**config.mk**
```make
export PLATFORM = sky130hd
export DESIGN_NAME = reaction_timer
export DESIGN_NICKNAME = d
export VERILOG_FILES = /design/src/rtl/reaction_timer.sv
export SDC_FILE = /design/constraint.sdc
export NUM_CORES = 1
export LEC_CHECK = 0
export BUFFER_PORTS_ARGS = -buffer_cell sky130_fd_sc_hd__buf_4
export CELL_PAD_IN_SITES_DETAIL_PLACEMENT = 1
export CELL_PAD_IN_SITES_GLOBAL_PLACEMENT = 2
export CORE_MARGIN = 2
export CORE_UTILIZATION = 36
export CTS_BUF_LIST = sky130_fd_sc_hd__clkbuf_4
export CTS_CLUSTER_SIZE = 16
export DETAILED_ROUTE_END_ITERATION = 10
export MAX_ROUTING_LAYER = met4
export PLACE_DENSITY = 0.92
export SLEW_MARGIN = 40
export SYNTH_ARGS = -nofsm -noshare
export SYNTH_HDL_FRONTEND = slang
export SYNTH_SLANG_ARGS = --single-unit
export TNS_END_PERCENT = 100
```
**constraint.sdc**
```tcl
create_clock -name clk -period 3.1 [get_ports clk]
set_input_delay 0.62 -clock clk [delete_from_list [all_inputs] [get_ports clk]]
set_output_delay 0.62 -clock clk [all_outputs]
set_load 0.01 [all_outputs]
```
**src/rtl/reaction_timer.sv**
```systemverilog
// Reaction-time core: random pre-GO delay, GO lamp, millisecond reaction count,
// with false-start and timeout detection. All outputs decode registered state.
//
// state     | meaning
// ----------+-----------------------------------------------------------
// S_IDLE    | after reset, waiting for the first start
// S_WAIT    | counting down the random delay; stop here is a false start
// S_GO      | lamp on, counting ms until stop or MAX_MS
// S_DONE    | result valid in time_ms
// S_EARLY   | stop arrived before GO; time_ms = 0
// S_TIMEOUT | no stop within MAX_MS ticks; time_ms = MAX_MS
module reaction_timer #(
    parameter int DELAY_MIN_MS = 1000,
    parameter int RAND_BITS    = 10,
    parameter int MAX_MS       = 9999
) (
    input  logic        clk,
    input  logic        rst_n,
    input  logic        tick,
    input  logic        start,
    input  logic        stop,
    output logic        led_go,
    output logic        busy,
    output logic        valid,
    output logic        early,
    output logic        timeout,
    output logic [13:0] time_ms,
    output logic [13:0] delay_ms
);

    typedef enum logic [2:0] {
        S_IDLE,
        S_WAIT,
        S_GO,
        S_DONE,
        S_EARLY,
        S_TIMEOUT
    } state_t;

    localparam logic [13:0] DMIN    = 14'(DELAY_MIN_MS);
    localparam logic [13:0] MAXV    = 14'(MAX_MS);
    localparam logic [13:0] MAXV_M1 = 14'(MAX_MS - 1);
    localparam logic [15:0] LFSR_SEED = 16'hACE1;

    state_t      state_q, state_d;
    logic [15:0] lfsr_q, lfsr_d;
    logic [13:0] dly_cnt_q, dly_cnt_d;
    logic [13:0] rx_cnt_q, rx_cnt_d;
    logic [13:0] time_q, time_d;
    logic [13:0] delay_q, delay_d;

    logic        lfsr_fb;
    logic [13:0] rand_ext;
    logic [13:0] delay_sum;

    // Right-shifting Fibonacci form of taps 16,14,13,11; a nonzero seed never reaches zero.
    assign lfsr_fb   = lfsr_q[0] ^ lfsr_q[2] ^ lfsr_q[3] ^ lfsr_q[5];
    assign rand_ext  = {{(14 - RAND_BITS){1'b0}}, lfsr_q[RAND_BITS-1:0]};
    assign delay_sum = DMIN + rand_ext;

    always_ff @(posedge clk) begin
        if (!rst_n) begin
            state_q   <= S_IDLE;
            lfsr_q    <= LFSR_SEED;
            dly_cnt_q <= '0;
            rx_cnt_q  <= '0;
            time_q    <= '0;
            delay_q   <= '0;
        end else begin
            state_q   <= state_d;
            lfsr_q    <= lfsr_d;
            dly_cnt_q <= dly_cnt_d;
            rx_cnt_q  <= rx_cnt_d;
            time_q    <= time_d;
            delay_q   <= delay_d;
        end
    end

    always_comb begin
        state_d   = state_q;
        lfsr_d    = {lfsr_fb, lfsr_q[15:1]};
        dly_cnt_d = dly_cnt_q;
        rx_cnt_d  = rx_cnt_q;
        time_d    = time_q;
        delay_d   = delay_q;

        case (state_q)
            S_IDLE, S_DONE, S_EARLY, S_TIMEOUT: begin
                if (start) begin
                    dly_cnt_d = delay_sum;
                    delay_d   = delay_sum;
                    time_d    = '0;
                    rx_cnt_d  = '0;
                    state_d   = S_WAIT;
                end
            end
            S_WAIT: begin
                if (stop) begin
                    time_d  = '0;
                    state_d = S_EARLY;
                end else if (tick) begin
                    // <= 1 rather than == 1 keeps a zero delay from wrapping the counter
                    if (dly_cnt_q <= 14'd1) begin
                        rx_cnt_d = '0;
                        state_d  = S_GO;
                    end else begin
                        dly_cnt_d = dly_cnt_q - 14'd1;
                    end
                end
            end
            S_GO: begin
                if (stop) begin
                    time_d  = rx_cnt_q;
                    state_d = S_DONE;
                end else if (tick) begin
                    if (rx_cnt_q == MAXV_M1) begin
                        time_d  = MAXV;
                        state_d = S_TIMEOUT;
                    end else begin
                        rx_cnt_d = rx_cnt_q + 14'd1;
                    end
                end
            end
            default: state_d = S_IDLE;
        endcase
    end

    assign led_go   = (state_q == S_GO);
    assign busy     = (state_q == S_WAIT) || (state_q == S_GO);
    assign valid    = (state_q == S_DONE);
    assign early    = (state_q == S_EARLY);
    assign timeout  = (state_q == S_TIMEOUT);
    assign time_ms  = time_q;
    assign delay_ms = delay_q;

endmodule

```
==> results.sh <==
export IMPL_status="finished clean"
export IMPL_drc=0
export IMPL_synth_top_area_share_pct=41.0
export IMPL_root_buffer="clkbuf_4"
export IMPL_post_layout_nonfiller_instances=598
export IMPL_synth_edf_count=0
export IMPL_grt_antenna_before_repair=0
export IMPL_worstReg2RegStart="rx_cnt_q[0]"
export IMPL_power_density_nw_per_um2=768
export IMPL_diodes=0
export IMPL_wl_met1_mm=4.57
export IMPL_reg2reg_slack_ns=0.59
export IMPL_path_clk_slew_ns=0.14
export IMPL_yosysSeqAreaShare_pct=41.0
export IMPL_routed_top_layer="met4"
export IMPL_syn_cell_area_sq_um=3510
export IMPL_whs_endpoint="lfsr_q[10]"
export IMPL_dr_pass1_iters=6
export IMPL_finalHoldViolCount=0
export IMPL_cts_resized=0
export IMPL_avgSynthCellArea_sq_um=8.13
export IMPL_yosysMostFrequentCell="dfxtp_1"
export IMPL_worstSetupPathType="reg2out"
export IMPL_synth_largest_area_cell="dfxtp_1"
export IMPL_core_sq_um=9640
export IMPL_nets=470
export IMPL_finalSetupViolCount=0
export IMPL_fill_cells=1167
export IMPL_drive_gt1_share_pct=16.8
export IMPL_wl_mm=9.81
export IMPL_cts_setup_buffers=0
export IMPL_critical_path_startpoint_type="flop"
export IMPL_r2r_end="time_ms[8]"
export IMPL_htreeDepth=3
export IMPL_antenna_left=0
export IMPL_final_area_sq_um=4100
export IMPL_io_pins=38
export IMPL_fin_skew_ns=0.0164
export IMPL_crit_path_start="state_q[1]"
export IMPL_synth_area_leaders="dfxtp_1 41%, nor2_1 5.2%, nand2_1 4.6%, a21oi_1 4.6%, o21ai_0 3.3%"
export IMPL_dp_cells=582
export IMPL_io_buffers=34
export IMPL_end_kind="primary output"
export IMPL_cts_tree="built"
export IMPL_via_count=3208
export IMPL_worstHoldPathCells=1
export IMPL_min_path_type="reg2reg"
export IMPL_synth_common_cells="72 x dfxtp_1, 49 x nor2_1, 43 x nand2_1"
export IMPL_fin_tns_setup_ns=0
export IMPL_cp_data_required_time_ns=2.48
export IMPL_clock_path_buffers=2
export IMPL_reg2regPathDepth=8
export IMPL_worstSkewPairLatency_ns=0.44
export IMPL_drt_wirelength_per_cell_um=16.4
export IMPL_first_iter_violations=142
export IMPL_cap_violations=0
export IMPL_grt_start_max_net_pins=30
export IMPL_synthCells=432
export IMPL_initial_core_util_pct=36.4
export IMPL_relSlewSlack_pct=52.4
export IMPL_cp_max_fo=14
export IMPL_routabilityCongestion=0.878
export IMPL_fmax_ghz=0.386
export IMPL_ys_seq_elements=72
export IMPL_syn_to_final_growth_pct=16.9
export IMPL_grt_ovfl_total=0
export IMPL_period_share_pct=83.5
export IMPL_cp_arrival_ns=1.97
export IMPL_die_h_um=103
export IMPL_grt_pass1_wl_mm=16.0
export IMPL_rows=36
export IMPL_wl_met2_mm=4.92
export IMPL_tightestPinTransition_ns=0.713
export IMPL_ir_drop_v=0.000265
export IMPL_cts_hold_buffers=0
export IMPL_async_flop_share_pct=0
export IMPL_cts_buffers=9
export IMPL_fp_dieArea_sq_um=10600
export IMPL_cts_sinks=72
export IMPL_netlist_cell_type_count=57
export IMPL_die_x_um=103
export IMPL_hold_start="lfsr_q[11]"
export IMPL_place_area_sq_um=3880
export IMPL_grt_usage_pct=20.0
export IMPL_rsz0062_at_grt="no"
export IMPL_first_global_vias=3231
export IMPL_period_minus_slack_ns=2.59
export IMPL_maxSlewViolCount=0
export IMPL_wl_met3_um=221
export IMPL_viasPerCell=5.36
export IMPL_p_leak_nw=1.49
export IMPL_ys_warnings_count=0
export IMPL_dp_hpwl_mm=6.83
export IMPL_ys_flop_type="dfxtp_1"
## cells in the final DEF (no fill, tap or decap), types with 4 or more instances in the layout
cell and count:
a211o_1 9, a211oi_1 6, a21oi_1 32, a21oi_2 6, a22oi_1 6, and2_1 11
buf_4 43, bufinv_16 4, clkbuf_4 10, dfxtp_1 72, ha_1 5, inv_1 14
nand2_1 43, nand2b_1 8, nand3_1 12, nand4_1 7, nor2_1 49, nor3_1 14
nor4_1 7, o21ai_0 23, o31ai_1 4, or3_1 5, or4_1 6, xnor2_1 12
xor2_1 5
## registers in the layout, summed over array words and instances (netlist names)
signal,flops
delay_ms,11
rx_cnt_q,14
state_q,3
lfsr_q,16
time_ms,14
dly_cnt_q,14
## worst max-delay path by stage
stage | to | slack, ns | cells after the start
after global placement | time_ms[1] | 0.52 | 8
after CTS | time_ms[10] | 0.40 | 8
after global routing | time_ms[0] | 0.39 | 7
after detailed placement | time_ms[10] | 0.42 | 8
final | busy | 0.51 | 5
after floorplan | time_ms[10] | 0.83 | 9
## worst max-delay path: stages (launching register included)
cell and delay, ns:
dfxtp_1 0.57, inv_1 0.10, or3_1 0.39, buf_4 0.21, nand2_1 0.12, buf_4 0.13
## power by group
| part | total, W | internal (W) | switching, W | leakage [nW] |
|---|---|---|---|---|
| clock network | 0.000882 | 0.000506 | 0.000376 | 0.113 |
| logic | 0.00109 | 0.000403 | 0.000688 | 0.788 |
| registers | 0.00118 | 0.00104 | 0.000140 | 0.589 |
## stage by stage
step | total power (W) | hold slack, ns | setup WS, ns | utilization [%]
floorplan | 0.00196 | 0.386 | 0.826 | -
global placement | 0.00223 | 0.391 | 0.522 | 40.3
detailed placement | 0.00228 | 0.404 | 0.421 | 40.3
CTS | 0.00316 | 0.440 | 0.395 | 42.5
global route | 0.00335 | 0.445 | 0.392 | 42.6
finish | 0.00315 | 0.432 | 0.512 | 42.6
## final cells by class
type / instances / area [sq um] / area share [%]
clock buffer: 10 / 75.1 / 1.83
clock inverter: 6 / 140 / 3.41
inverter: 15 / 56.3 / 1.37
multi-input combinational: 319 / 1900 / 46.3
sequential: 72 / 1440 / 35.1
tap: 133 / 166 / 4.05
timing repair buffer: 43 / 323 / 7.87
## per-layer routing
layer	vias to the layer above	global-route usage [%]
met3	9	2.85
met5	-	-
met1	1583	24.4
met4	0	7.69
met2	40	33.5
li1	1576	-
## kinds of logic (layout without fill, tap and decap cells)
kind of cell / count (synthesis) / after routing / share of synthesized area, %
muxes: 2 / 2 / 0.570
buffers and inverters: 43 / 74 / 5.27
xor gates and xnor gates: 17 / 17 / 4.24
and+or+nand+nor: 180 / 180 / 25.8
other: 1 / 3 / 0.107
AOI/OAI and AO/OA: 112 / 112 / 21.2
DFF: 72 / 72 / 41.0
adders and majority gates: 5 / 5 / 1.78
Power figures use the tool's default switching activity.
